--- src/rtl/proc_pkg.sv ---
// Shared processor package: global widths and the
// data-side responder state encoding.
package proc_pkg;

    localparam int WORD_SIZE  = 16;
    localparam int DMEM_DEPTH = 256;
    localparam int IMEM_DEPTH = 256;

    typedef enum logic {
        IDLE = 1'b0,
        BUSY = 1'b1
    } RespState;

endpackage

--- src/rtl/data_ram.sv ---
// Single-port synchronous RAM with
// read-before-write data register.
module data_ram
  import proc_pkg::*;
#(
  parameter int    WORD_SIZE = proc_pkg::WORD_SIZE,
  parameter int    DEPTH     = 256,
  parameter int    AW        = 8,
  parameter string INIT_FILE = ""
) (
  input  logic                 clk,
  input  logic                 rst_n,
  input  logic                 re,
  input  logic                 we,
  input  logic [AW-1:0]        addr,
  input  logic [WORD_SIZE-1:0] wdata,
  output logic [WORD_SIZE-1:0] rdata
);

  logic [WORD_SIZE-1:0] mem [DEPTH];
  logic [WORD_SIZE-1:0] rdata_d;
  logic [WORD_SIZE-1:0] rdata_q;

  always_ff @(posedge clk) begin
    if (we) mem[addr] <= wdata;
  end

  always_comb begin
    rdata_d = rdata_q;
    if (re) rdata_d = mem[addr];
  end

  always_ff @(posedge clk or negedge rst_n) begin
    if (!rst_n) rdata_q <= '0;
    else        rdata_q <= rdata_d;
  end

  assign rdata = rdata_q;

endmodule

--- src/rtl/data_mem_responder.sv ---
// Data-side memory responder: accepts one load/store
// per access and stalls the core for WAIT_STATES cycles.
module data_mem_responder
    import proc_pkg::*;
#(
    parameter int    WORD_SIZE   = proc_pkg::WORD_SIZE,
    parameter int    DEPTH       = 256,
    parameter int    WAIT_STATES = 0,
    parameter string INIT_FILE   = ""
) (
    input  logic                 Clock,
    input  logic                 Resetn,
    input  logic [WORD_SIZE-1:0] DataAddr,
    input  logic                 ReadData,
    input  logic                 WriteData,
    input  logic [WORD_SIZE-1:0] DataOut,
    output logic [WORD_SIZE-1:0] DataIn,
    output logic                 DataDone,
    output logic                 AccessErr
);

    localparam int AW = (DEPTH > 1) ? $clog2(DEPTH) : 1;
    localparam int CW = (WAIT_STATES > 0) ? $clog2(WAIT_STATES + 1) : 1;
    localparam logic [CW-1:0] CNT_INIT =
        CW'((WAIT_STATES > 0) ? WAIT_STATES - 1 : 0);

    RespState      state_d, state_q;
    logic [CW-1:0] cnt_d, cnt_q;
    logic          err_d, err_q;
    logic          oor_d, oor_q;
    logic          accept;
    logic          in_range;
    logic          ld_acc;
    logic          st_we;
    logic [WORD_SIZE-1:0] ram_rdata;

    // No aliasing: the full address is compared against DEPTH.
    assign in_range = {1'b0, DataAddr} < (WORD_SIZE + 1)'(DEPTH);
    assign DataDone = (state_q == IDLE);
    assign accept   = Resetn & DataDone & (ReadData | WriteData);
    assign ld_acc   = accept & ReadData;
    assign st_we    = accept & WriteData & in_range;

    data_ram #(
        .WORD_SIZE (WORD_SIZE),
        .DEPTH     (DEPTH),
        .AW        (AW),
        .INIT_FILE (INIT_FILE)
    ) u_ram (
        .clk   (Clock),
        .rst_n (Resetn),
        .re    (ld_acc),
        .we    (st_we),
        .addr  (DataAddr[AW-1:0]),
        .wdata (DataOut),
        .rdata (ram_rdata)
    );

    // Next state: stall counter plus sticky error and load range flag.
    always_comb begin
        state_d = state_q;
        cnt_d   = cnt_q;
        err_d   = err_q | (accept & ~in_range);
        oor_d   = oor_q;
        if (ld_acc) oor_d = ~in_range;
        unique case (state_q)
            IDLE: begin
                if (accept && WAIT_STATES > 0) begin
                    state_d = BUSY;
                    cnt_d   = CNT_INIT;
                end
            end
            BUSY: begin
                if (cnt_q == '0) state_d = IDLE;
                else             cnt_d   = cnt_q - 1'b1;
            end
            default: state_d = IDLE;
        endcase
    end

    // State registers; reset abandons any in-flight stall.
    always_ff @(posedge Clock or negedge Resetn) begin
        if (!Resetn) begin
            state_q <= IDLE;
            cnt_q   <= '0;
            err_q   <= 1'b0;
            oor_q   <= 1'b0;
        end else begin
            state_q <= state_d;
            cnt_q   <= cnt_d;
            err_q   <= err_d;
            oor_q   <= oor_d;
        end
    end

    assign DataIn    = oor_q ? '0 : ram_rdata;
    assign AccessErr = err_q;

endmodule
--- config.mk ---
export PLATFORM = sky130hd
export DESIGN_NAME = data_mem_responder
export DESIGN_NICKNAME = d
export VERILOG_FILES = /design/src/rtl/proc_pkg.sv /design/src/rtl/data_ram.sv /design/src/rtl/data_mem_responder.sv
export SDC_FILE = /design/constraint.sdc
export NUM_CORES = 2
export LEC_CHECK = 0
export CORE_ASPECT_RATIO = 1.25
export CORE_MARGIN = 4
export CORE_UTILIZATION = 30
export CTS_BUF_LIST = sky130_fd_sc_hd__clkbuf_4 sky130_fd_sc_hd__clkbuf_8
export DETAILED_ROUTE_END_ITERATION = 10
export GPL_TIMING_DRIVEN = 0
export PLACE_DENSITY_LB_ADDON = 0.08
export SETUP_SLACK_MARGIN = 0.1
export SYNTH_ARGS = -nofsm -noshare
export SYNTH_HDL_FRONTEND = slang
export SYNTH_SLANG_ARGS = --single-unit
--- constraint.sdc ---
create_clock -name Clock -period 4.5 [get_ports Clock]
set_input_delay 0.45 -clock Clock [delete_from_list [all_inputs] [get_ports Clock]]
set_output_delay 0.45 -clock Clock [all_outputs]
set_load 0.02 [all_outputs]
**Yosys cells after proc, flatten, opt, wreduce, memory -nomap -nowiden**

Memories as Yosys holds them, arrays and structs flattened. A register that Yosys moved wholly into a read port is not among the register bits.
Cells that the tools add are included.

- Bits in registers: 4
- Bits in writable memories: 4096
- Input port bits: 36
- Output and inout bits: 18
- Logic and storage cells: 24
- Memories kept: 1

Memory list:

| memory | depth | width | read ports | clocked after Yosys merged registers in | wr ports | RTL line | text |
|---|---|---|---|---|---|---|---|
| u_ram.mem | 256 | 16 | 1 | 1 | 1 | data_ram.sv:20 | `logic [WORD_SIZE-1:0] mem [DEPTH];` |

- $add $sub $neg: 1
- Magnitude comparators: 1
- Multiplexer cells: 6
- Bitwise gates (word level): 10
- Reduce and logical (&&, ||, !) cells: 1

Operator list:

| operator | count |
|---|---|
| $lt A16 B9 Y1 const B | 1 |
| $mux W16 | 1 |
| $and A1 B1 Y1 | 6 |
| $mux W1 | 5 |
| $not A1 Y1 | 2 |
| $or A1 B1 Y1 | 2 |
| $logic_not A1 Y1 | 1 |
| $sub A1 B1 Y1 const B | 1 |

**Longest topological paths before layout**

- Depth after elaboration: 7
- Depth in mapped cells: 13
- Gate-level depth less buffers: 7

**By module**

A second synthesis with hierarchy kept.

- Cell total of the unflattened synthesis: 7033
- Area total of the unflattened synthesis: 158132.9 sq um

By module, submodules not included:

| module | instances | cells an instance | area an instance (sq um) | sequential area each (sq um) |
|---|---|---|---|---|
| data_ram | 1 | 7003 | 157900.2 | 123398.3 |
| data_mem_responder | 1 | 30 | 232.7 | 50.0 |

**Worst setup path before layout**

OpenSTA, ideal clock, no wires.

- Path kind: input to register
- From: input DataAddr[0]
- To: memory u_ram.mem[102][0], enable pin
- Library setup time: 388 ps
- Data arrival time: 2958 ps
- Data required time: 4112 ps
- Setup slack: 1154 ps
- Stages on the path: 11
- Path buffers: 7
- Path through: buf_6 -> buf_6 -> buf_4 -> inv_1 -> buf_2 -> buf_4 -> buf_2 -> and3_1 -> nand2_1 -> clkbuf_1 -> nor2_1

- Longest elaborated chain between the ends: 4

Ends and longest elaborated chain:

| item | RTL line | text |
|---|---|---|
| start: declaration | data_mem_responder.sv:13 | `input logic [WORD_SIZE-1:0] DataAddr,` |
| $lt A16 B9 Y1 | data_mem_responder.sv:38 | `assign in_range = {1'b0, DataAddr} < (WORD_SIZE + 1)'(DEPTH);` |
| $and A1 B1 Y1 | data_mem_responder.sv:42 | `assign st_we = accept & WriteData & in_range;` |
| $mux W1 | data_ram.sv:25 | `if (we) mem[addr] <= wdata;` |
| $mux W1 (implied by the code) | data_ram.sv:25 |  |
| end: declaration | data_ram.sv:20 |  |

Several ways; a longest one is shown, not always the timed one.

==> impl_metrics.yaml <==
placed_design:
  portBuffers: 48
  dp.final_hpwl_microns: 468000
  placedInstanceArea_sq_um: 173000
  routabilityCongestion: 0.991
sta:
  final.hold.worst_slack_ns: 0.148
  worst_path_setup_slack_after_routing_ns: -0.239
  setup_viol: 525
  timing.setup.tns_ns: -36.31
  hold_violations: 0
  timing_worst_slew_pin_value_ns: 1.64
  final_count_of_pins_violating_max_slew: 22
  layout_min_cycle_time_ns: 4.74
  rsz0062_at_grt: "yes"
  timing.final.crit_share_pct: 105
  fmaxAchievable_ghz: 0.211
  relSlewSlack_pct: -9.15
  final.setup_skew_ns: 0.0949
floorplanning:
  die_width_microns: 657
  height_of_the_die_microns: 819
  placement_rows: 297
  io_pins: 54
  initial_core_util_pct: 30.2
  die_area_sq_um: 538000
  core-area_sq_um: 524000
worst_setup_path:
  critical_path_class: "in2reg"
  timing.critical_path.arrival_ns: 5.96
  crit_required_ns: 5.72
  end_kind: "flip-flop"
  timing.critical_path.fanout_max: 10
  startpoint_type: "input port"
cells_and_area:
  synthToLayoutAreaGrowth_pct: 18.2
  fin_area_sq_um: 187000
  post_route_cells_drive_above_1_share_pct: 34.9
  fillerInstances: 48643
  nets: 8187
yosys:
  mappedNetlistArea_sq_um: 158000
  synth_largest_type_area_fraction_pct: 77.9
  edff_count_synth: 4096
  synth-main-ff-cell: "sky130_fd_sc_hd__edfxtp_1"
  avgSynthCellArea_sq_um: 22.1
  syn_nets: 7172
  share_of_the_yosys_chip_area_belonging_to_registers_pct: 78.1
  synth.largest_area_cell: "sky130_fd_sc_hd__edfxtp_1"
  post_synth_arst_share_pct: 0.438
  yosysUniqueCellTypes: 62
  synthesis.yosys.warnings: 0
  post_synth_main_area_contributors: "sky130_fd_sc_hd__edfxtp_1, sky130_fd_sc_hd__mux4_2, sky130_fd_sc_hd__mux2i_1"
  yosys_register_bits: 4114
  synth_cells: 7136
detailed_routing:
  route.vias.total: 84702
  drt_total_wl_microns: 673000
  detail_route.vias_per_cell: 5.43
  detailedRoute.firstIterationViolations: 9794
  drc: 0
  drt.antenna.violating_nets: 0
  detail_route.wl_per_cell_microns: 43.2
  drt_pre_antenna_iters: 6
run_status:
  violations: "capacitance limit, slew limit, setup timing"
  run_status: "finished with violations"
pwr:
  worst_ir_drop_on_vdd_uv: 327
  leakage_power_figure_uw: 0.0577
  fin_total_pwr_uw: 79900
  power_per_unit_of_standard_cell_area_nw_per_um2: 428
clock_tree:
  cts-root-buf: "sky130_fd_sc_hd__clkbuf_8"
  clockBufferDepth: 4
  clk_lat_worst_skew_ns: 1.32
  clk_pin_slew_ns: 0.06
  total_cts_buffers: 679
  cts_num_sinks: 4114
  htree_levels: 6
  tritoncts: "yes"
global_route:
  track_usage_pct: 24.5
  grt_max_degree: 161
  grt_pass1_vias: 85792
  grt_pass1_wl_microns: 866000
  antenna_found_initial: 78
  grt.overflow.total: 0
worst_hold_path:
  hp-class: "in2reg"
job:
  number_of_max_cap_violations: 4
## final cells by class
class	instances	area (sq um)	share of cell area [%]
tap	6877	8600	4.61
multi-input combinational	2589	33700	18.0
clock inverter	268	1550	0.827
clock buffer	920	11200	6.02
antenna	64	160	0.0857
inverter	6	22.5	0.0121
timing repair buffer	337	5660	3.03
sequential	4114	123000	66.1
buffer	424	2400	1.29
## cells in the mapped netlist (25+ instances only)
cell	n
sky130_fd_sc_hd__a22oi_1	41
sky130_fd_sc_hd__nand3_1	38
sky130_fd_sc_hd__nor2b_1	55
sky130_fd_sc_hd__clkbuf_1	154
sky130_fd_sc_hd__nor3_1	42
sky130_fd_sc_hd__a21oi_1	102
sky130_fd_sc_hd__a221oi_1	36
sky130_fd_sc_hd__buf_1	26
sky130_fd_sc_hd__o221ai_1	32
sky130_fd_sc_hd__mux2i_1	228
sky130_fd_sc_hd__mux2_2	164
sky130_fd_sc_hd__o22ai_1	158
sky130_fd_sc_hd__buf_6	25
sky130_fd_sc_hd__nand4_1	33
sky130_fd_sc_hd__nor2_1	298
sky130_fd_sc_hd__o21ai_0	93
sky130_fd_sc_hd__nand2_1	103
sky130_fd_sc_hd__buf_2	172
sky130_fd_sc_hd__a211oi_1	38
sky130_fd_sc_hd__buf_4	49
sky130_fd_sc_hd__mux4_2	938
sky130_fd_sc_hd__edfxtp_1	4096
## cell families after synthesis
group | count (synthesis) | synth area share [%]
AND/OR/NAND/NOR | 630 | 1.81
other | 1 | 0.00237
AO/OA/AOI/OAI | 628 | 2.66
flip-flops | 4114 | 78.1
multiplexers | 1330 | 16.0
buffers and inverters | 433 | 1.41
## sequential cells by signal, summed over array words and instances (netlist names)
signal,count
u_ram.rdata,16
AccessErr,1
oor_q,1
u_ram.mem,4096
## cells in the final DEF, fill, tap and decap left out, drive strengths merged, types with 25 or more instances in the layout
cell type / synthesis / routed
a221oi: 36 / 36
nand3: 38 / 38
mux2: 164 / 164
inv: 5 / 29
o21ai: 103 / 103
nand4: 33 / 33
clkbuf: 154 / 1079
mux2i: 228 / 228
buf: 273 / 544
nand2: 103 / 103
edfxtp: 4096 / 4096
dlygate4sd3: 0 / 25
nor3: 42 / 42
nor2b: 55 / 55
o221ai: 32 / 32
clkdlybuf4s50: 0 / 31
clkinv: 1 / 224
o22ai: 158 / 158
diode: 0 / 64
a21oi: 102 / 102
mux4: 938 / 938
nor2: 298 / 298
a211oi: 38 / 38
a22oi: 41 / 41
## metal layers
metal	wire [microns]	GRT usage (%)	share of wire, %	vias to the layer above
met1	254000	29.6	38	46779
li1	-	-	-	32514
met5	356	0	0.053	-
met3	48900	5.39	7.3	1205
met2	323000	40.2	48	4174
met4	46900	14.8	7.0	30
## critical path, stage by stage
cell and delay [ns]:
sky130_fd_sc_hd__clkdlybuf4s50_1 0.53, sky130_fd_sc_hd__clkbuf_1 0.64, sky130_fd_sc_hd__clkinv_1 1.02, sky130_fd_sc_hd__nand2_1 0.95, sky130_fd_sc_hd__clkbuf_1 0.79, sky130_fd_sc_hd__o22ai_1 0.56, sky130_fd_sc_hd__a311oi_1 0.71, sky130_fd_sc_hd__o32a_1 0.26
## path summary, 6_finish.rpt
kind | startpoint | endpoint | slack (ns) | cells after the start
hold / removal | DataOut[15] | u_ram.mem[59][15] | 0.15 | 2
setup reg to reg | u_ram.mem[59][15] | u_ram.rdata[15] | 0.89 | 6
hold reg to reg | u_ram.rdata[13] | u_ram.rdata[13] | 0.50 | 1
min in group asynchronous | Resetn | u_ram.rdata[0] | 0.23 | 2
setup / recovery | DataAddr[4] | u_ram.rdata[11] | -0.24 | 8
max in group asynchronous | Resetn | u_ram.rdata[6] | 4.05 | 2
## where the power goes
group | switching [uW] | total [uW] | internal [uW]
clock network | 15800 | 32400 | 16600
registers | 65.2 | 42200 | 42200
logic | 3890 | 5320 | 1430
total | 19700 | 79900 | 60200
## through the flow
stage | util [%] | setup WS, ns | std cells
detailed placement | 33.0 | -3.19 | 14313
finish | 35.7 | -0.239 | 15599
global placement | 31.9 | -6.81 | 14061
CTS | 35.6 | -0.114 | 15535
floorplan | - | 1.15 | 7136
global route | 35.6 | -0.136 | 15569
## timing repair
action,4_1_cts,5_1_grt
hold endpoints to repair,2420,0
setup buffers,10,2
hold buffers,26,0
pin swaps,8,2
gates resized for setup,117,22
setup endpoints to repair,4043,211
Power figures use the tool's default switching activity.
